<file path="src/rtl/ysyx_23060221_pipe_pkg.sv">
// Shared pipeline tag types and the destination-match helper for the hazard controller.
package ysyx_23060221_pipe_pkg;

  localparam int unsigned REG_W = 5;
  localparam int unsigned CNT_W = 32;

  typedef struct packed {
    logic [REG_W-1:0] rd;
    logic             wen;
    logic             load;
    logic [REG_W-1:0] rs1;
    logic [REG_W-1:0] rs2;
    logic             rs1_used;
    logic             rs2_used;
  } tag_payload_t;

  typedef struct packed {
    logic         v;
    tag_payload_t p;
  } stage_tag_t;

  // A slot supplies register r only if it will write it; x0 is hardwired and never forwarded.
  function automatic logic tag_match(input stage_tag_t s, input logic [REG_W-1:0] r);
    return s.v & s.p.wen & (s.p.rd == r) & (r != '0);
  endfunction

endpackage

</file>
<file path="src/rtl/ysyx_23060221_stage_tag.sv">
// One in-flight instruction tag slot: kill/reset > load > clear > hold on the valid bit.
module ysyx_23060221_stage_tag
  import ysyx_23060221_pipe_pkg::*;
(
  input  logic       clk,
  input  logic       rst,
  input  logic       i_load,
  input  logic       i_clear,
  input  logic       i_kill,
  input  stage_tag_t i_d,
  output stage_tag_t o_q
);

  logic         r_v;
  tag_payload_t r_p;

  always_ff @(posedge clk) begin
    if (rst || i_kill) begin
      r_v <= 1'b0;
    end else if (i_load) begin
      r_v <= i_d.v;
    end else if (i_clear) begin
      r_v <= 1'b0;
    end
  end

  // Payload is only meaningful while r_v is set, so it carries no reset.
  always_ff @(posedge clk) begin
    if (i_load) begin
      r_p <= i_d.p;
    end
  end

  always_comb begin
    o_q   = '0;
    o_q.v = r_v;
    o_q.p = r_p;
  end

endmodule

</file>
<file path="src/rtl/ysyx_23060221_hazard_ctrl.sv">
// Operand forwarding and load-use hold for the EXU, tracking EX/LS/WB destination tags.
// Define HAZARD_PERF_EN to add the stall-cycle and forward-count perf counters.
module ysyx_23060221_hazard_ctrl
  import ysyx_23060221_pipe_pkg::*;
(
  input  logic             clk,
  input  logic             rst,
  input  logic             id_ex_fire,
  input  logic [REG_W-1:0] id_rs1,
  input  logic [REG_W-1:0] id_rs2,
  input  logic             id_rs1_used,
  input  logic             id_rs2_used,
  input  logic [REG_W-1:0] id_rd,
  input  logic             id_wen,
  input  logic             id_is_load,
  input  logic             ex_ls_fire,
  input  logic             ls_wb_fire,
  input  logic             wb_retire,
  input  logic             ls_data_ok,
  input  logic             flush,
  output logic             ca1,
  output logic             ca2,
  output logic             cb1,
  output logic             cb2,
  output logic             ex_hold
`ifdef HAZARD_PERF_EN
  ,
  output logic [CNT_W-1:0] perf_stall_cyc,
  output logic [CNT_W-1:0] perf_fwd_cnt
`endif
);

  stage_tag_t w_ex_d;
  stage_tag_t w_ex;
  stage_tag_t w_ls;
  stage_tag_t w_wb;
  logic       w_src1_live;
  logic       w_src2_live;
  logic       w_unused;

  always_comb begin
    w_ex_d            = '0;
    w_ex_d.v          = 1'b1;
    w_ex_d.p.rd       = id_rd;
    w_ex_d.p.wen      = id_wen;
    w_ex_d.p.load     = id_is_load;
    w_ex_d.p.rs1      = id_rs1;
    w_ex_d.p.rs2      = id_rs2;
    w_ex_d.p.rs1_used = id_rs1_used;
    w_ex_d.p.rs2_used = id_rs2_used;
  end

  // Redirect kills only the EX slot; an instruction entering on the same edge is dropped.
  ysyx_23060221_stage_tag u_ex (
    .clk     (clk),
    .rst     (rst),
    .i_load  (id_ex_fire),
    .i_clear (ex_ls_fire),
    .i_kill  (flush),
    .i_d     (w_ex_d),
    .o_q     (w_ex)
  );

  ysyx_23060221_stage_tag u_ls (
    .clk     (clk),
    .rst     (rst),
    .i_load  (ex_ls_fire),
    .i_clear (ls_wb_fire),
    .i_kill  (1'b0),
    .i_d     (w_ex),
    .o_q     (w_ls)
  );

  ysyx_23060221_stage_tag u_wb (
    .clk     (clk),
    .rst     (rst),
    .i_load  (ls_wb_fire),
    .i_clear (wb_retire),
    .i_kill  (1'b0),
    .i_d     (w_ls),
    .o_q     (w_wb)
  );

  // WB is the last slot; its source fields are never consulted.
  assign w_unused = ^{w_wb.p.load, w_wb.p.rs1, w_wb.p.rs2, w_wb.p.rs1_used, w_wb.p.rs2_used};

  assign w_src1_live = w_ex.v & w_ex.p.rs1_used;
  assign w_src2_live = w_ex.v & w_ex.p.rs2_used;

  // LS holds the younger producer, so it wins over WB.
  always_comb begin
    ca1     = 1'b0;
    ca2     = 1'b0;
    cb1     = 1'b0;
    cb2     = 1'b0;
    ex_hold = 1'b0;
    ca1     = w_src1_live & tag_match(w_ls, w_ex.p.rs1);
    ca2     = w_src1_live & ~ca1 & tag_match(w_wb, w_ex.p.rs1);
    cb1     = w_src2_live & tag_match(w_ls, w_ex.p.rs2);
    cb2     = w_src2_live & ~cb1 & tag_match(w_wb, w_ex.p.rs2);
    ex_hold = w_ex.v & ((ca1 | cb1) & w_ls.p.load) & ~ls_data_ok;
  end

  a_hold_blocks_fire: assert property (@(posedge clk) disable iff (rst) !(ex_hold && ex_ls_fire));

`ifdef HAZARD_PERF_EN
  logic [CNT_W-1:0] r_stall_cyc;
  logic [CNT_W-1:0] r_fwd_cnt;

  always_ff @(posedge clk) begin
    if (rst) begin
      r_stall_cyc <= '0;
      r_fwd_cnt   <= '0;
    end else begin
      if (ex_hold) begin
        r_stall_cyc <= r_stall_cyc + CNT_W'(1);
      end
      if (ex_ls_fire && w_ex.v && (ca1 || ca2 || cb1 || cb2)) begin
        r_fwd_cnt <= r_fwd_cnt + CNT_W'(1);
      end
    end
  end

  assign perf_stall_cyc = r_stall_cyc;
  assign perf_fwd_cnt   = r_fwd_cnt;
`endif

endmodule

</file>
<file path="config.mk">
export PLATFORM = sky130hd
export DESIGN_NAME = ysyx_23060221_hazard_ctrl
export DESIGN_NICKNAME = d
export VERILOG_FILES = /design/src/rtl/ysyx_23060221_pipe_pkg.sv /design/src/rtl/ysyx_23060221_stage_tag.sv /design/src/rtl/ysyx_23060221_hazard_ctrl.sv
export SDC_FILE = /design/constraint.sdc
export NUM_CORES = 1
export LEC_CHECK = 0
export ABC_AREA = 1
export BUFFER_PORTS_ARGS = -buffer_cell sky130_fd_sc_hd__buf_2
export CAP_MARGIN = 20
export CORE_UTILIZATION = 45
export CTS_CLUSTER_SIZE = 30
export DETAILED_ROUTE_END_ITERATION = 10
export PLACE_DENSITY = 0.68
export SLEW_MARGIN = 30
export SYNTH_ARGS = -nofsm -noshare
export SYNTH_HDL_FRONTEND = slang
export SYNTH_SLANG_ARGS = --single-unit
</file>
<file path="constraint.sdc">
create_clock -name clk -period 1.6 [get_ports clk]
set_input_delay 0.32 -clock clk [delete_from_list [all_inputs] [get_ports clk]]
set_output_delay 0.32 -clock clk [all_outputs]
set_load 0.01 [all_outputs]
</file>
# After elaboration in Yosys (flattened, before gate mapping)
# Cells that the tools add are included.
[word_totals]
ff_bits = 35
output_inout_bits = 5
in_bits = 27
[classes]
n_reduce_logical = 6
muxes = 6
eq_ne = 4
n_bitwise = 25
[ops]
columns = ["cell", "count"]
rows = [
  ["$and 1x1->1", 21],
  ["$eq 5x5->1", 4],
  ["$reduce_bool 5->1", 2],
  ["$mux 1", 6],
  ["$reduce_bool 2->1", 3],
  ["$not 1->1", 3],
  ["$logic_or 1x1->1", 1],
  ["$or 1x1->1", 1],
]

# Depth between registers and ports, before layout
# Gate-level depths: netlist (run 1).
[depth]
ltp_word = 8
depth_mapped = 8

# By module
# A second synthesis (run 1) with hierarchy kept.
[hier_totals]
cells_unflattened = 180
area_unflattened_um2 = 2329.7
[by_module_without_submodules]
columns = ["mod", "instances", "cells_per_inst", "area_per_inst_um2"]
rows = [
  ["ysyx_23060221_stage_tag", 3, 28, 625.6],
  ["ysyx_23060221_hazard_ctrl", 1, 96, 452.9],
]

# Least setup slack after synthesis (run 1)
# Ideal clock, no wire load.
[synth_timing]
path_type = "register to output"
start = "register u_ex.r_p, in the netlist u_ex.o_q[9]"
end = "output ca2"
setup_slack_ns = 0.205
stages_incl_launch_ff = 7
t_arrival_ns = 1.075
n_path_buf = 0
t_required_ns = 1.280
cell_sequence = "edfxtp_1 -> or2_1 -> nor2_2 -> nor2_1 -> nand2_1 -> inv_1 -> nor2_1"
[synth_via]
elab_chain_len = 7
word_cells_on_any_way = 11
cone_classes = "eq/ne (2); bitwise (8); reduce/logical (1)"
[synth_lines]
columns = ["item", "line", "rtl"]
rows = [
  ["start, declared", "ysyx_23060221_stage_tag.sv:15", "tag_payload_t r_p;"],
  ["start signal, assigned", "ysyx_23060221_stage_tag.sv:30", "r_p <= i_d.p;"],
  ["$eq 5x5->1", "ysyx_23060221_pipe_pkg.sv:24", "return s.v & s.p.wen & (s.p.rd == r) & (r != '0);"],
  ["$and 1x1->1 (2 in a row)", "ysyx_23060221_pipe_pkg.sv:24", ""],
  ["$and 1x1->1", "ysyx_23060221_hazard_ctrl.sv:97", "ca1 = w_src1_live & tag_match(w_ls, w_ex.p.rs1);"],
  ["$not 1->1", "ysyx_23060221_hazard_ctrl.sv:98", "ca2 = w_src1_live & ~ca1 & tag_match(w_wb, w_ex.p.rs1);"],
  ["$and 1x1->1", "ysyx_23060221_hazard_ctrl.sv:98", ""],
  ["$and 1x1->1 (*)", "ysyx_23060221_hazard_ctrl.sv:98", ""],
  ["end, declared", "ysyx_23060221_hazard_ctrl.sv:22", "output logic ca2,"],
]
# Every way passes the cells marked *; elsewhere a longest branch is shown, timed or not.

# Worst setup path after layout (run 1)
[layout_timing]
start = "register u_ls.r_p, in the netlist u_ls.o_q[17]"
end = "output ex_hold"
[layout_via]
elab_chain_len = 8
word_cells_on_any_way = 12
cone_classes = "eq/ne (2); bitwise (10)"
[layout_lines]
columns = ["item", "line", "rtl"]
rows = [
  ["start, declared", "ysyx_23060221_stage_tag.sv:15", ""],
  ["start signal, assigned", "ysyx_23060221_stage_tag.sv:30", ""],
  ["$eq 5x5->1", "ysyx_23060221_pipe_pkg.sv:24", ""],
  ["$and 1x1->1 (2 in a row)", "ysyx_23060221_pipe_pkg.sv:24", ""],
  ["$and 1x1->1 (on tied branches)", "ysyx_23060221_hazard_ctrl.sv:97, ysyx_23060221_hazard_ctrl.sv:99", ""],
  ["$or 1x1->1 (*)", "ysyx_23060221_hazard_ctrl.sv:101", "ex_hold = w_ex.v & ((ca1 | cb1) & w_ls.p.load) & ~ls_data_ok;"],
  ["$and 1x1->1 (*) (3 in a row)", "ysyx_23060221_hazard_ctrl.sv:101", ""],
  ["end, declared", "ysyx_23060221_hazard_ctrl.sv:25", "output logic ex_hold"],
]
# Marked as above.

==> summary by stage, run 1 <==
Worst setup path
The endpoint kind of the worst setup timing path is an output pin. The critical path startpoint is u_ls.o_q[17]. The largest individual stage delay along the critical path comes from the cell sky130_fd_sc_hd__edfxtp_1. The worst stage delay on the critical path is 480 ps. The critical path class is register to output pin. The arrival time of data at the critical path endpoint is 1570 ps.

In this run the critical register-to-register path is launched from u_ls.o_q[15]. Walking the worst path, the cells encountered are inv_2 > nand2_2 > nand2_2 > nand3_2 > nor2_4 > nand3_2 > a21oi_2 > buf_2. The sort of element at the start of the critical path is a register. Together, buffers and inverters on the worst path number 2.

The cell family contributing the most delay on the critical path is flip-flops. The largest driver fanout on the critical path is 4. STA puts the critical path data required time at 1280 ps.

Routing
The first-pass iteration count of the detailed router is 4. The detailed-route wire length per cell is 12.2 µm. The remaining number of nets flagged by the antenna check after routing is 0.

The post-detailed-routing wire length is 2660 µm. The final route contains 1030 vias. The post-route DRC violation count is 0. The number of DRC markers after the initial detailed-route iteration is 47. The mean number of vias per cell is 4.70.

Yosys
The fraction of the mapped netlist area in compound gates is 0.0308. The number of register bits inferred by synthesis is 35. sky130_fd_sc_hd__edfxtp_1 takes more of the synthesized area than any other cell. The netlist area before placement is 1500 µm². The net count after synthesis is 160. Yosys printed 0 warnings. The portion of synthesized cell area occupied by the leading cell type is 0.640.

Yosys mapped the design onto 20 distinct sky130hd cell types. Of the total synthesized cell area, the portion taken by XOR and XNOR cells is 0.0642. In the synthesized netlist, the number of instances is 133. Ranked by total cell area, the synthesized netlist is headed by sky130_fd_sc_hd__edfxtp_1 (64%), sky130_fd_sc_hd__nand2_1 (7.5%), sky130_fd_sc_hd__xnor2_1 (5.2%). Of the total synthesized cell area, the portion taken by full adders, half adders and majority gates is 0. Of the post-synthesis cell area, the part taken by muxes is 0. The area fraction in and, or, nand and nor cells after synthesis is 0.173. The mean instance size in the synthesized netlist is 11.3 µm².

After synthesis, the largest family of logic cells by area is simple AND/OR/NAND/NOR gates. The share of the Yosys chip area taken by registers is 0.680.

Finish
The proportion of layout cells with a drive suffix above 1 is 0.383. The most common cell after layout, fill and taps aside is sky130_fd_sc_hd__edfxtp_1. Leaving out fill and tap cells, the most frequent cells in the layout are sky130_fd_sc_hd__edfxtp_1 (32), sky130_fd_sc_hd__buf_2 (30), sky130_fd_sc_hd__nand2_1 (24).

The final layout contains 201 nets. The post-synthesis to final-layout area growth is 22.8%. 0 antenna diodes ended up in the layout. The post-route cell area is 1840 µm².

The final core utilization is 0.594.

Placed design
The last weighted congestion value of the routability-driven placer is 0.845. The detailed-placement wirelength estimate is 2010 µm. Input and output buffers added on the ports amount to 31. The cell area after placement is 1710 µm².

Pwr
Summed over all nets, the switching power comes to 405 µW. Of the total power, the clock network draws 0.253. The leakage power of the design is 0.000783 µW.

The part of the total power dissipated in sequential elements is 0.647. The power share of the combinational group is 0.100. IR analysis of the VDD net gives a maximum drop of 0.458 mV.

The design draws 1730 µW. The cell area power density is 939 nW/µm². Of the total power, the share spent switching nets is 0.234.

Internal power comes to 1330 µW.

Clock tree
The worst-skew pair later-pin latency is 330 ps. The number of clock buffers added by TritonCTS is 5. The count of H-tree levels built during CTS is 2. The cell at the root of the clock tree is sky130_fd_sc_hd__clkbuf_4. The number of hold buffers added after CTS is 0. The clock input transition at the sequential cells of the worst setup and hold paths is 100 ps. The tree built by TritonCTS fans out to 35 sinks. The maximum buffer depth of the clock tree is 2. The CTS tree is built.

Timing
The final number of max-transition violations was 0. Setup repair after global routing could not meet its margin everywhere. The final setup slack of the worst path is -288 ps.

The worst slew margin relative to its limit is 0.693. The clock skew after layout is 2.67 ps. The count of endpoints failing hold in the final timing report was 0. Timing would allow up to 530 MHz. For the pin with the worst max-slew slack, the measured transition is 460 ps. The share of the clock period used by the worst path after layout is 1.18.

The final critical path time including I/O delays and setup is 1890 ps. The number of setup violations in the final report is 5.

Outcome
The run finished, with violations left. The final reports fail on negative setup slack.

Global route
For this run, the total global-route usage over all layers was measured as 0.175. The initial antenna violation count was 0. The number of global-route vias before repair is 938. Entering global routing, the biggest net connects 21 pins.

The first global-routing pass estimated 4170 µm of wire. The global route total overflow is 0.

Min path
The beginning of the worst hold path is flush. The path class of the tightest hold or removal check is primary input to register.

Floorplan
The total core area is 3100 µm². The effective utilization at floorplan is 0.484. In this run the count of I/O pins placed on the die edge is 32. The width of the die is 59.8 µm. The die is 59.8 µm tall. The initialized floorplan defines 20 standard-cell rows.

The floorplan step defined a die boundary enclosing 3570 µm².

Flow run
Across the run, the number of max-cap violations was 0.
what timing repair did:
| item | in CTS | in global routing |
|---|---|---|
| gates resized for setup | 7 | 14 |
| buffers inserted | 1 | 2 |
| pin swaps | 6 | 8 |
| endpoints found under the setup margin | 5 | 5 |
metrics by stage:
step                      setup TNS (ps)  instances  hold slack, ps  worst slack (ps)
after global routing               -1730        219             129              -400
after floorplan                        0        133             392               205
after detailed placement           -1.83        208             405             -1.83
final                              -1140        219             144              -288
after CTS                          -1270        217             128              -310
after global placement                 0        208             401              85.4
path summary, 6_finish.rpt:
| path | end | cells after the start | slack [ps] |
|---|---|---|---|
| max | ex_hold | 8 | -290 |
| min | u_ex.r_v | 2 | 140 |
| max reg2reg | u_wb.o_q[15] | 1 | 730 |
| min reg2reg | u_ls.o_q[18] | 0 | 430 |
kinds of logic after synthesis:
logic type | count (synthesis)
AND/OR/NAND/NOR | 59
flip-flops | 35
buffers and inverters | 21
XOR/XNOR | 11
AO/OA/AOI/OAI | 7
flip-flops by register name, summed over array words and instances (netlist names):
name and cells:
u_ex.r_v 1, u_ex.o_q 19, u_ls.o_q 7, u_wb.r_v 1
u_ls.r_v 1, u_wb.o_q 6
routing by layer:
layer | wire length (µm) | GRT usage | share of wire | up-vias
met1 | 1220 | 0.209 | 0.46 | 482
met4 | 46 | 0.0797 | 0.017 | 0
met3 | 108 | 0.0649 | 0.041 | 5
li1 | - | - | - | 521
met5 | 0 | 0 | 0 | -
met2 | 1280 | 0.283 | 0.48 | 22
cell type report:
class,instances,area (µm²)
Clock buffer,8,48.8
Tap cell,44,55.1
Sequential cell,35,1020
Fill cell,285,1260
Multi-Input combinational cell,77,455
Inverter,21,80.1
Timing Repair Buffer,34,184
power groups by stage:
stage / registers, µW / logic [µW] / clock network [µW]
2_1_floorplan: 1130 / 82.2 / 0
3_3_place_gp: 1130 / 143 / 0
3_5_place_dp: 1140 / 148 / 0
4_1_cts: 1120 / 159 / 454
5_1_grt: 1130 / 195 / 496
6_report: 1120 / 173 / 439
Yosys cell counts:
cell type                   n
sky130_fd_sc_hd__dfxtp_1    3
sky130_fd_sc_hd__nand4_1    2
sky130_fd_sc_hd__nand3b_1   2
sky130_fd_sc_hd__edfxtp_1  32
sky130_fd_sc_hd__nor2_1    14
sky130_fd_sc_hd__inv_2      5
sky130_fd_sc_hd__nand3_1    6
sky130_fd_sc_hd__nand2_1   30
sky130_fd_sc_hd__o211ai_1   1
sky130_fd_sc_hd__a22oi_1    2
sky130_fd_sc_hd__nor2_2     2
sky130_fd_sc_hd__a21oi_2    1
sky130_fd_sc_hd__or2_1      1
sky130_fd_sc_hd__inv_1     15
sky130_fd_sc_hd__clkinv_1   1
sky130_fd_sc_hd__xor2_1     2
sky130_fd_sc_hd__a21oi_1    3
sky130_fd_sc_hd__nor3b_2    1
sky130_fd_sc_hd__nor3_1     1
sky130_fd_sc_hd__xnor2_1    9
(Power assumes the default switching activity.)
==> inputs of run 2 (changes only) <==
Settings changed: PLACE_DENSITY 0.68 to 0.71.
==> run 2 against run 1 <==
  * First-iteration DRC count up 17%
  * Via count up 2.9%
  * Cell area down 0.68%
  * Largest power group unchanged
  * Clock-buffer cell count down 3
  * Critical endpoint unchanged
  * Wire length up 2.9%
  * The run still ends with negative setup slack left
==> summary by stage, run 2 (synthesis results as in run 1) <==
Timing
For the pin with the worst max-slew slack, the measured transition is 447 ps. The final number of max-transition violations was 0. The number of setup violations in the final report is 5. The share of the clock period used by the worst path after layout is 1.21. After layout, the minimum clock period comes to 1940 ps. The clock skew after layout is 6.29 ps. The count of endpoints failing hold in the final timing report is 0. The tightest hold path in the finished design has a slack of 138 ps. Setup repair after global routing could not meet its margin everywhere. Measured against its own limit, the worst slew margin works out to 0.702.

The final setup slack of the worst path is -340 ps. Timing would allow up to 516 MHz.

Worst setup path
The launching point of the worst reg2reg path is u_ls.o_q[17]. The critical path in this run is classified as register to output pin. At the worst endpoint, the arrival time is 1620 ps.

STA classifies the critical path endpoint as an output pin. The sort of element at the start of the critical path is a register. The signal on the critical path passes through buf_4 > nand2_1 > nand2_1 > nand3_1 > nor2_2 > nand3_2 > a21oi_2 > buf_2.

The worst stage delay on the critical path is 450 ps. In this run the worst setup path begins at u_ls.o_q[17]. The largest driver fanout on the critical path is 4. Counting stages on the worst path, the most repeated cell is sky130_fd_sc_hd__nand2_1. Data on the critical path is required at its endpoint by 1280 ps.

The setup check on the worst reg-to-reg path leaves a slack of 720 ps. The master of the slowest instance on the critical path is sky130_fd_sc_hd__edfxtp_1.

Finish
Summing all multi-input logic gate instances after layout gives 427 µm². In the final design database the tool counted 203 nets. The library cells used most frequently in the layout, excluding fill and tap cells, are sky130_fd_sc_hd__edfxtp_1 (32), sky130_fd_sc_hd__buf_2 (31), sky130_fd_sc_hd__nand2_1 (29). The number of filler instances in the final layout is 276. Across the whole layout, storage elements account for 1020 µm².

Measured on the finished design, the core utilization comes to 0.590. The number of flip-flops under the largest register name is 19. The most common cell after layout, fill and taps aside is sky130_fd_sc_hd__edfxtp_1. From synthesis to final layout, the design area changed by 22.0%. 0 antenna diodes ended up in the layout. Of the cells placed in the final design, the portion with a size suffix greater than 1 is 0.350.

Pwr
Summed over all cells, the static leakage comes to 0.000797 µW. The cell area power density is 939 nW/µm². Across the VDD grid, the largest voltage drop is 0.541 mV.

Routing
Dividing the detail-routed wire length by the instance count gives 12.4 µm. The routed layout has 1060 vias. In this run the remaining antenna-violating nets after routing total 0.

After the first detailed-routing iteration, the DRC count stood at 55. The mean number of vias per cell is 4.80. The post-route DRC violation count is 0. The first-pass iteration count of the detailed router is 6.

The post-detailed-routing wire length is 2740 µm.

Placed design
The wire-length estimate of the detail-placed layout is 2070 µm. The count of buffers added on input and output ports is 31. The last weighted congestion value of the routability-driven placer is 0.863.

Timing analysis after detailed placement gives a worst setup slack of 5.86 ps.

Clock tree
Clock tree synthesis inserted a total of 5 buffers. Clock tree synthesis selected as its root buffer the cell sky130_fd_sc_hd__clkbuf_4. The clock net in this run drives a total of 35 sinks. The CTS tree is built.

The clock input transition at the sequential cells of the worst setup and hold paths is 100 ps. The count of H-tree levels built during CTS is 2. No sink is reached through more buffers than the 2 on the longest clock path. At the later pin of the worst-skew pair, clock insertion delay measures 320 ps.

Global route
The initial antenna violation count is 0. The number of global-route vias before repair was 986. The first-pass GRT wire length is 4370 µm. The global route total overflow is 0. Across every metal layer, demand over resource in global routing totals 0.175.

Entering global routing, the biggest net connects 21 pins.

Floorplan
During I/O placement, the number of pins put on the boundary was 32. The die is 59.8 µm wide. The floorplan step defined a die boundary enclosing 3570 µm². The floorplan die height is 59.8 µm. Row generation in the floorplan step produced 20 rows. The effective utilization at floorplan is 0.484. The core region is 3100 µm².

Flow run
Across the run, the number of max-cap violations was 0.

Outcome
The checks that failed: negative setup slack. The flow ran to the end, but the final reports show violations.

Min path
The beginning of the worst hold path is flush. The tightest min-delay check is of the primary input to register type.
==> run 2: worst max-delay path, delay by kind of cell, from the launching register on <==
family,cells,cell delay [ps]
buffers and inverters,2,280
flip-flops,1,450
AND/OR/NAND/NOR,5,430
AO/OA/AOI/OAI,1,140
==> run 2: area by class of cell <==
cell class / instances / share of cell area
sequential: 35 / 0.558
clock inverter: 3 / 0.00820
inverter: 21 / 0.0430
clock buffer: 5 / 0.0205
timing repair buffer: 36 / 0.107
multi-input combinational: 77 / 0.233
tap: 44 / 0.0301
==> run 2: worst paths after layout <==
path,cells after the start,end
setup / recovery,8,ex_hold
setup reg to reg,1,u_wb.o_q[17]
hold reg to reg,0,u_ls.o_q[12]
hold / removal,2,u_ex.r_v
==> run 2: power breakdown <==
part | switching [µW] | total [µW] | internal, µW
registers | 46.7 | 1120 | 1070
clock network | 269 | 432 | 163
logic | 87.1 | 170 | 82.5
total | 403 | 1720 | 1320
==> run 2: metal layers <==
| layer | global-route usage | vias up | share of wire |
|---|---|---|---|
| met3 | 0.0628 | 7 | 0.062 |
| met4 | 0.0864 | 0 | 0.024 |
| met2 | 0.278 | 37 | 0.50 |
| met5 | 0 | - | 0 |
| met1 | 0.212 | 491 | 0.41 |
| li1 | - | 525 | - |
==> run 2: repair_timing <==
item | in CTS | in global routing
buffers inserted | 3 | 2
hold buffers | 0 | 0
gates cloned | 0 | 0
gates resized for setup | 8 | 2
setup endpoints to repair | 5 | 5
pin swaps | 10 | 2
==> run 2: metrics by stage <==
stage	TNS (ps)	instances	cell area [µm²]	total power [µW]
detailed placement	0	208	1710	1280
CTS	-1330	219	1810	1740
floorplan	0	133	1500	1210
finish	-1370	221	1830	1720
global placement	0	208	1710	1270
global route	-1950	221	1830	1810
==> inputs of run 3 (changes only) <==
Settings changed: PLACE_DENSITY 0.71 to 0.68, SYNTH_HIERARCHICAL from default to 1.
==> run 3 against run 2 <==
  * Critical endpoint unchanged
  * Wire length fell by 2.4%
  * Register-to-register slack improved by 50 ps
  * Maximum frequency rose by 3.0%
  * The run still ends with negative setup slack left
  * Hold slack improved by 29 ps
  * Core utilization fell by 1.9 points
  * Clock power fell by 2%
  * Die area rose by 5.0%
  * Non-clock buffer count fell by 1
  * Global-route usage fell by 1.3 points
==> summary by stage, run 3 <==
Floorplan
The number of rows in the core area is 21. The floorplan die height is 61.2 µm. The die covers 3750 µm². The number of top-level pins is 32. The total core area is 3340 µm². The effective utilization at floorplan is 0.473. From left edge to right edge, the die measures 61.2 µm.

Yosys
The warning count from the yosys run is 6. The number of instances in the synthesized netlist is 155. The netlist area before placement is 1580 µm².

The mean instance size in the synthesized netlist is 10.2 µm².

Finish
The number of flip-flops under the largest register name is 19. From synthesis to final layout, the design area changed by 20.8%. The final cell count without fillers is 242. The proportion of layout cells with a drive suffix above 1 is 0.337. The antenna diode instance count is 0. The most common cell after layout, fill and taps aside is sky130_fd_sc_hd__nand2_1.

With fillers left out, the area of the finished cells amounts to 1910 µm². In the layout the commonest cells are sky130_fd_sc_hd__nand2_1 (38), sky130_fd_sc_hd__edfxtp_1 (32), sky130_fd_sc_hd__buf_2 (30). The net count of the finished layout is 222.

Clock tree
The number of clock sinks seen by CTS is 35. No sink is reached through more buffers than the 2 on the longest clock path. The CTS tree is built. The clock buffer count from CTS is 5.

The worst-skew pair later-pin latency is 320 ps. The tree is rooted in a sky130_fd_sc_hd__clkbuf_4. Hold repair after CTS inserted 0 buffers. Clock-pin slew was measured on the worst setup and hold paths at 90 ps. The H-tree generated during clock tree synthesis spans 2 levels.

Worst setup path
Of all nets on the critical path, the largest fanout is 3. The signal on the critical path passes through xnor2_1 > nand2_1 > nor2_4 > nand3_2 > a21oi_2 > buf_2. The endpoint kind of the worst setup timing path is an output pin. The critical path class is register to output pin. Data arrives at the worst endpoint at 1560 ps. The worst setup path is launched from a register.

The number of buffer and inverter stages on the critical path is 1. Among all stages on the critical path, the largest delay is contributed by sky130_fd_sc_hd__edfxtp_1. The kind of cell with the highest combined delay along the critical path is flip-flops. For this run, the slowest stage of the critical path takes 450 ps. The worst path required time is 1280 ps.

Placed design
The number of placed instances, taps included, is 230. Port buffering added 31 buffers. After legalization and detailed placement, the total HPWL measured 2030 µm. In this run the cell area measured after placement is 1770 µm². The last weighted congestion value of the routability-driven placer is 0.864.

Timing
Hold timing on the final database bottoms out at a slack of 167 ps. The final number of max-transition violations came to 0. The highest clock rate is 531 MHz. The number of setup violations in the final report is 5. Counting I/O delays and the setup requirement, the final critical path takes 1880 ps.

Setup repair after global routing could not meet its margin everywhere. For the final database, setup skew stands at 7.54 ps. In the finished design, the share of the clock period the worst path needs comes to 1.18.

The final setup slack of the worst path is -282 ps. The count of endpoints failing hold in the final timing report was 0.

Global route
The first-pass GRT wire length is 4080 µm. The number of global-route vias before repair is 956. Entering global routing, the biggest net connects 22 pins. For this run the aggregate overflow at the end of global routing stands at 0. The initial antenna violation count is 0.

In the global route stage, overall resource usage came out at 0.162.

Flow run
Max-cap violations in this run came to 0.

Routing
The number of DRC markers after the initial detailed-route iteration is 40. The count of nets left with antenna violations once routing finished came out at 0. The routed layout has 1085 vias. Using the TritonRoute via totals, the vias-per-cell ratio works out to 4.48. After detailed routing, the number of remaining DRC violations is 0.

The pre-antenna-repair detailed-routing pass consisted of 4 iterations. After detailed routing, the average wire length per cell comes to 11.0 µm. The routed design has 2670 µm of wire.

Min path
The type of the most critical hold path is primary input to register.

Pwr
The leakage power of the design is 0.000845 µW. The peak supply drop is 0.570 mV. The cell area power density is 905 nW/µm².

Outcome
The final reports fail on negative setup slack. The flow ran to the end, but the final reports show violations.
[run 3: cell types whose count changed in the layout (fill, tap and decap cells not counted), sizes merged, moves of 2 or more]
| cell | before | now |
|---|---|---|
| inv | 20 | 28 |
| a22oi | 2 | 0 |
| conb | 0 | 3 |
| clkbuf | 5 | 8 |
| a21oi | 4 | 6 |
| xnor2 | 9 | 4 |
| nand2 | 30 | 41 |
| clkinv | 4 | 0 |
[run 3: path summary, 6_finish.rpt]
path | from | endpoint | slack, ps | depth (start not counted)
worst min register to register | u_ex/o_q[18] | u_ls/o_q[18] | 420 | 0
worst max-delay path | u_ex/o_q[11] | ex_hold | -280 | 6
worst max register to register | u_ls/o_q[16] | u_wb/o_q[16] | 770 | 1
worst min-delay path | id_rs1[4] | u_ex/o_q[11] | 170 | 1
[run 3: cell type report]
class | instances | area [µm²]
fillers | 317 | 1430
flip-flops and latches | 35 | 1020
multi-input cells | 90 | 479
repair buffers | 35 | 195
inverters | 28 | 105
well taps | 46 | 57.6
clock buffers | 8 | 48.8
[run 3: power by group]
part | switching (µW) | total [µW] | internal (µW) | leakage (µW)
combinational | 101 | 183 | 82.4 | 0.000480
clock | 250 | 425 | 175 | 0.0000265
sequential | 46.1 | 1120 | 1070 | 0.000338
[run 3: routing by layer]
layer / part of all wire / vias to the layer above / wire length [µm] / GRT usage
met5: 0 / - / 0 / 0
met4: 0.034 / 0 / 90 / 0.104
met3: 0.039 / 9 / 104 / 0.0504
met2: 0.47 / 30 / 1270 / 0.247
met1: 0.45 / 474 / 1210 / 0.200
li1: - / 572 / - / -
[run 3: metrics by stage]
stage	total power [µW]	utilization	TNS [ps]	setup WS, ps
6_report	1730	0.572	-1130	-282
5_1_grt	1820	0.572	-1680	-398
4_1_cts	1740	0.565	-1210	-303
3_5_place_dp	1290	0.531	-19.5	-19.5
3_3_place_gp	1280	0.531	0	91.8
2_1_floorplan	1220	-	0	232
[run 3: repair_timing]
item                                    CTS  global route
pin swaps                                12             2
setup buffers                             3             1
gates resized for setup                  13             8
endpoints found under the setup margin    5             5
gates cloned                              0             0
